===== config.mk =====
export PLATFORM = sky130hd
export DESIGN_NAME = reg_file_param
export DESIGN_NICKNAME = d
export VERILOG_FILES = /design/src/rtl/reg_file_param.sv
export SDC_FILE = /design/constraint.sdc
export NUM_CORES = 2
export LEC_CHECK = 0
export ABC_CLOCK_PERIOD_IN_PS = 2900
export CELL_PAD_IN_SITES_DETAIL_PLACEMENT = 2
export CELL_PAD_IN_SITES_GLOBAL_PLACEMENT = 2
export CORE_MARGIN = 4
export CORE_UTILIZATION = 36
export DETAILED_ROUTE_END_ITERATION = 12
export PLACE_DENSITY_LB_ADDON = 0.1
export REMOVE_ABC_BUFFERS = 1
export SETUP_SLACK_MARGIN = 0.15
export SLEW_MARGIN = 10
export SYNTH_ARGS = -nofsm -noshare
export SYNTH_HDL_FRONTEND = slang
export SYNTH_SLANG_ARGS = --single-unit

===== constraint.sdc =====
create_clock -name clk -period 2.9 [get_ports clk]
set_input_delay 0.87 -clock clk [delete_from_list [all_inputs] [get_ports clk]]
set_output_delay 0.87 -clock clk [all_outputs]
set_load 0.02 [all_outputs]

===== src/rtl/reg_file_param.sv =====
// Parametrised 2-write/2-read register file with async clear-to-zero reset,
// optional hardwired r0, optional write-to-read bypass and a sequenced clear sweep.
module reg_file_param #(
  parameter int unsigned DATA_W   = 32,
  parameter int unsigned ADDR_W   = 4,
  parameter bit          ZERO_REG = 1'b0,
  parameter bit          BYPASS   = 1'b0
) (
  input  logic              clk,
  input  logic              rst_n,
  input  logic              regWrite,
  input  logic [ADDR_W-1:0] regDst1,
  input  logic [DATA_W-1:0] bus_w,
  input  logic              regWrite2,
  input  logic [ADDR_W-1:0] regDst2,
  input  logic [DATA_W-1:0] bus2_w,
  input  logic [ADDR_W-1:0] regSrc1,
  input  logic [ADDR_W-1:0] regSrc2,
  output logic [DATA_W-1:0] out1,
  output logic [DATA_W-1:0] out2,
  input  logic              clr_req,
  output logic              clr_busy,
  output logic              clr_done
);

  localparam int unsigned       DEPTH    = 2 ** ADDR_W;
  localparam logic [ADDR_W-1:0] PTR_LAST = '1;

  typedef enum logic {
    ST_IDLE,
    ST_CLEAR
  } state_t;

  state_t            state_q, state_d;
  logic [ADDR_W-1:0] ptr_q, ptr_d;
  logic              busy_q, busy_d;
  logic              done_q, done_d;
  logic [DATA_W-1:0] mem_q [DEPTH];
  logic              we1, we2;

  always_comb begin
    state_d = state_q;
    ptr_d   = ptr_q;
    done_d  = 1'b0;
    case (state_q)
      ST_IDLE: begin
        if (clr_req) begin
          state_d = ST_CLEAR;
          ptr_d   = '0;
        end
      end
      ST_CLEAR: begin
        // Terminate on the last index so the pointer never wraps into a second pass.
        if (ptr_q == PTR_LAST) begin
          state_d = ST_IDLE;
          done_d  = 1'b1;
        end else begin
          ptr_d = ptr_q + ADDR_W'(1);
        end
      end
      default: state_d = ST_IDLE;
    endcase
    busy_d = (state_d == ST_CLEAR);
  end

  always_ff @(posedge clk or negedge rst_n) begin
    if (!rst_n) begin
      state_q <= ST_IDLE;
      ptr_q   <= '0;
      busy_q  <= 1'b0;
      done_q  <= 1'b0;
    end else begin
      state_q <= state_d;
      ptr_q   <= ptr_d;
      busy_q  <= busy_d;
      done_q  <= done_d;
    end
  end

  assign we1 = (state_q == ST_IDLE) && regWrite  && !(ZERO_REG && (regDst1 == '0));
  assign we2 = (state_q == ST_IDLE) && regWrite2 && !(ZERO_REG && (regDst2 == '0));

  // Port 2 is written last so it wins on an address collision.
  always_ff @(posedge clk or negedge rst_n) begin
    if (!rst_n) begin
      for (int unsigned i = 0; i < DEPTH; i++) begin
        mem_q[i] <= '0;
      end
    end else if (state_q == ST_CLEAR) begin
      mem_q[ptr_q] <= '0;
    end else begin
      if (we1) mem_q[regDst1] <= bus_w;
      if (we2) mem_q[regDst2] <= bus2_w;
    end
  end

  function automatic logic [DATA_W-1:0] read_port(input logic [ADDR_W-1:0] addr);
    logic [DATA_W-1:0] val;
    val = mem_q[addr];
    if (ZERO_REG && (addr == '0)) begin
      val = '0;
    end else if (BYPASS && (state_q == ST_IDLE) && regWrite2 && (regDst2 == addr)) begin
      val = bus2_w;
    end else if (BYPASS && (state_q == ST_IDLE) && regWrite && (regDst1 == addr)) begin
      val = bus_w;
    end
    return val;
  endfunction

  always_comb begin
    out1 = read_port(regSrc1);
    out2 = read_port(regSrc2);
  end

  assign clr_busy = busy_q;
  assign clr_done = done_q;

endmodule


# [Word level (Yosys, flattened, before mapping)]
# Cells that the tools add are included.
[totals] latchBits=0 register_bits=518 ramBits=0 romBits=0 mem_count=0
[classes] n_div=0 n_eq_ne=3 reduce_logical=6 muxes=26 n_shift=0 n_mul=0 add_sub_neg=1 n_bitwise=8 n_lt_le_gt_ge=8
[op_table] operator="512-bit 2-to-1 mux" count=4
[op_table] operator="512-bit bitwise mux" count=2
[op_table] operator="512-bit bitwise AND" count=1
[op_table] operator="512-bit NOT" count=1
[op_table] operator="32-bit demux with 4-bit select" count=3
[op_table] operator="32-bit binary-select mux with 4-bit select" count=2
[op_table] operator="32-bit 2-to-1 mux" count=7
[op_table] operator="5-bit >= comparator, second input constant" count=5
[op_table] operator="4-bit NOT with 5-bit output" count=5
[op_table] operator="5-bit by 1-bit < comparator with 1-bit output, second input constant" count=3
[op_table] operator="4-bit 2-to-1 mux" count=2
[op_table] operator="4-bit case mux with 2 select lines" count=1
[op_table] operator="1-bit logical AND" count=5
[op_table] operator="4-bit by 1-bit adder with 4-bit output, second input constant" count=1
[op_table] operator="4-bit == test, second input constant" count=1
[op_table] operator="1-bit 2-to-1 mux" count=4
[op_table] operator="2-bit inequality test, second input constant" count=2
[op_table] operator="1-bit case mux with 2 select lines" count=1
[op_table] operator="2-bit AND reduction" count=1
[op_table] operator="1-bit NOT" count=1

# [Longest topological paths before layout]
[logic_depth] ltp_word=11 depth_mapped=7 ltp_nobuf=5

# [Worst setup path before layout]
# Ideal clock, no wire load.
[synth_path] path_type="input to output" start="in regSrc1[0]" end="out out1[12]" path_stages=5 arrival_time_ps=2272 slack_ps=-242 n_path_buf=2 cell_sequence="buf_2 buf_2 mux4_2 a22oi_1 nand2_1"
[synth_between] elab_chain_len=4
[synth_rtl] element="start: declaration" line="17" rtl="input logic [ADDR_W-1:0] regSrc1,"
[synth_rtl] element="4-bit NOT with 5-bit output (implied by the code)" line="99" rtl="val = mem_q[addr];"
[synth_rtl] element="32-bit binary-select mux with 4-bit select" line="99"
[synth_rtl] element="32-bit 2-to-1 mux (implied by the code) (2 in series)" line="99"
[synth_rtl] element="end: declaration" line="19" rtl="output logic [DATA_W-1:0] out1,"
# Every way passes these cells. The select of a mux whose other input is x is not followed.

# [Worst setup path in the final report]
[layout_path] start="in regSrc2[0]" end="out out2[23]"
[layout_between] elab_chain_len=4
[layout_rtl] element="start: declaration" line="18" rtl="input logic [ADDR_W-1:0] regSrc2,"
[layout_rtl] element="4-bit NOT with 5-bit output (implied by the code)" line="99"
[layout_rtl] element="32-bit binary-select mux with 4-bit select" line="99"
[layout_rtl] element="32-bit 2-to-1 mux (implied by the code) (2 in series)" line="99"
[layout_rtl] element="end: declaration" line="20" rtl="output logic [DATA_W-1:0] out2,"
# Every way passes these cells. The select of a mux whose other input is x is not followed.

==> flow_summary.json <==
{
  "die_x_um": 323,
  "grt_pass1_vias": 44300,
  "critPathCaptureType": "primary output",
  "vdd_drop_max_uv": 415,
  "drc": 0,
  "clock_skew_ns": 0.0199,
  "utilization": 0.471,
  "finalCritPeriodShare": 1.15,
  "antenna_violating_nets_post_route": 0,
  "design.die.area_um2": 104000,
  "rsz0062_at_grt": "yes",
  "coreArea_um2": 98400,
  "placed_cell_area_um2": 41200,
  "fin_crit_ns": 3.32,
  "grt_util_all_layers": 0.432,
  "relSlewSlack": 0.367,
  "cts_buffers": 71,
  "p_sw_mw": 15.8,
  "critical_path_class": "in -> out",
  "start_util": 0.363,
  "synth_flop_cell": "dfrtp_1",
  "design_area_um2": 46400,
  "clk_pin_slew_ns": 0.06,
  "antenna_found_initial": 2,
  "status": "finished, violations left",
  "synth-edff-count": 0,
  "required_ns": 2.03,
  "wirelength_um": 229000,
  "wire_per_inst_um": 44.3,
  "vias": 41400,
  "syn_area_per_cell_um2": 9.37,
  "maxCapViolCount": 0,
  "hpwl_um": 128000,
  "setup_viol": 64,
  "netlist_area_um2": 35700,
  "io_buffers": 150,
  "clkPwrFrac": 0.243,
  "root_buffer": "clkbuf_16",
  "pin_count": 151,
  "yosysSeqAreaShare": 0.363,
  "clkLatencyLatePin_ns": 0.67,
  "ctsHtreeMaxLevel": 3,
  "seq_power_share": 0.339,
  "place.gp.congestion": 0.877,
  "vias_per_cell": 8.01,
  "fmax_mhz": 301,
  "place_inst": 4936,
  "worst_pin_slew_ns": 0.950,
  "final_nets": 3910,
  "finalPower_mw": 38.8,
  "grt.overflow.total": 0,
  "intPower_mw": 23.0,
  "grt_pass1_wl_um": 329000,
  "syn_inst": 3815,
  "p_sw_frac": 0.408,
  "clockBufferDepth": 3,
  "drt_first_pass_iters": 5,
  "p_comb_frac": 0.418,
  "area_growth_pct": 29.7,
  "num_rows": 115,
  "startpoint_type": "input pin",
  "hold_path_class": "in -> async",
  "cts_tree": "yes",
  "drive_above_1_share": 0.286,
  "die_h_um": 323,
  "p_per_area_nw_per_um2": 837,
  "synth_cell_type_count": 34,
  "drv_slew": 0,
  "ctsHoldBuffers": 0,
  "violations": "setup timing",
  "grt_max_degree": 85,
  "drtIter0Drc": 5796,
  "ys_warn_count": 0,
  "async_flop_share": 1.00,
  "setup_slack_ns": -0.421,
  "fin_cells": 5167,
  "arrival_ns": 2.45,
  "p_leak_nw": 17.2,
  "hold_viol_final": 0,
  "numClockSinks": 518,
  "ys_ff_latch": 518,
  "cp_max_fo": 6
}
==> power by group through the flow <==
stage | Combinational, mW | Clock [mW] | Sequential [mW]
global placement | 14.1 | 0 | 12.7
global route | 16.8 | 9.76 | 13.4
finish | 16.2 | 9.44 | 13.2
floorplan | 8.32 | 0 | 11.9
CTS | 15.6 | 9.42 | 13.0
detailed placement | 14.7 | 0 | 13.1
==> logic make-up after synthesis <==
| logic type | Yosys count | share of synthesized area |
|---|---|---|
| buf+inv | 684 | 0.0782 |
| xor+xnor | 1 | 0.000245 |
| fa+ha+maj | 4 | 0.00140 |
| flops | 518 | 0.363 |
| simple gates | 1193 | 0.170 |
| compound gates | 1157 | 0.225 |
| mux | 258 | 0.162 |
==> worst max-delay path, stage by stage <==
cell and delay (ns):
buf_16 0.14, buf_12 0.11, buf_12 0.15, buf_12 0.15, mux4_2 0.52, a22oi_2 0.24
nand2_2 0.10, buf_6 0.14
==> Yosys cell counts (3+ instances only) <==
cell	n	share of area
dfrtp_1	518	0.36
nand3_1	514	0.072
nor3_1	514	0.072
a31oi_1	513	0.090
o211ai_1	512	0.11
clkbuf_1	507	0.053
mux4_2	256	0.16
a22oi_1	128	0.027
buf_2	94	0.013
nand2_1	68	0.0071
buf_1	64	0.0067
nor2b_1	39	0.0068
buf_6	14	0.0044
nand4b_1	10	0.0025
or2_2	10	0.0018
nand4bb_1	8	0.0025
or2_1	8	0.0014
nor2_1	5	0.00053
ha_1	4	0.0014
inv_1	4	0.00042
nand2b_1	4	0.00070
nand4_1	4	0.00070
and2_1	3	0.00053
==> path summary, 6_finish.rpt <==
check	startpoint	endpoint	slack [ns]	cells past startpoint
min	rst_n	mem_q[235]	0.09	1
min reg2reg	mem_q[359]	mem_q[359]	0.60	2
max reg2reg	clr_busy	mem_q[405]	0.36	6
min in group clk	mem_q[359]	mem_q[359]	0.60	2
max	regSrc2[0]	out2[23]	-0.42	8
max in group asynchronous	rst_n	mem_q[334]	1.74	3
==> state kept, by name (all words and copies together) (netlist names) <==
register and count:
clr_busy 1, clr_done 1, mem_q 512, ptr_q 4
==> through the flow <==
step | worst slack, ns | hold slack (ns) | setup TNS, ns
global route | -0.444 | 0.0937 | -20.46
CTS | -0.387 | 0.0806 | -18.55
detailed placement | -0.984 | 0.594 | -81.63
global placement | -0.955 | 0.571 | -72.15
floorplan | -8.65 | 0.551 | -2148.48
finish | -0.421 | 0.0930 | -19.46
==> placed cells by master, fill, tap and decap left out, types with 4 or more instances in the layout <==
| cell type | synthesis | routed |
|---|---|---|
| clkbuf_16 | 0 | 79 |
| nor2b_1 | 39 | 33 |
| a31oi_1 | 513 | 513 |
| buf_4 | 1 | 202 |
| nand4b_1 | 10 | 10 |
| nor2b_4 | 0 | 6 |
| clkbuf_1 | 507 | 20 |
| inv_1 | 4 | 4 |
| nand4_1 | 4 | 4 |
| a22oi_2 | 0 | 120 |
| nand4bb_4 | 0 | 8 |
| buf_6 | 14 | 85 |
| clkdlybuf4s50_1 | 0 | 77 |
| clkinv_2 | 0 | 7 |
| a22oi_1 | 128 | 8 |
| nand2_1 | 68 | 25 |
| buf_12 | 0 | 197 |
| ha_1 | 4 | 4 |
| buf_8 | 0 | 7 |
| clkbuf_8 | 0 | 17 |
| o211ai_1 | 512 | 512 |
| nand2_2 | 0 | 41 |
| dfrtp_1 | 518 | 517 |
| or2_2 | 10 | 16 |
| mux4_2 | 256 | 256 |
| bufinv_16 | 0 | 4 |
| nand3_1 | 514 | 514 |
| nor3_1 | 514 | 514 |
| diode_2 | 0 | 4 |
| nand2b_4 | 0 | 4 |
| buf_16 | 0 | 33 |
==> layer usage <==
metal  share of wire  wire, um  GRT usage  up-vias
li1                -         -          -    15200
met1            0.36     83600      0.543    21700
met2            0.43     98700      0.639     3430
met3            0.12     27400      0.122     1096
met4           0.085     19500      0.310        2
met5        0.000044        10          0        -
==> cell type report <==
cell class | count | area [um2]
fillers | 9873 | 52100
multi-input cells | 2613 | 21000
flip-flops and latches | 518 | 13000
repair buffers | 613 | 8400
clock buffers | 113 | 2210
well taps | 1287 | 1610
clock inverters | 15 | 195
inverters | 4 | 15.0
diodes | 4 | 10.0
==> timing repair <==
item,CTS,global route
buffers inserted,55,15
setup endpoints to repair,65,64
gates cloned,26,3
resized for setup,580,57
pin swaps,102,51
Note: power is estimated with default switching activity, not from simulation.
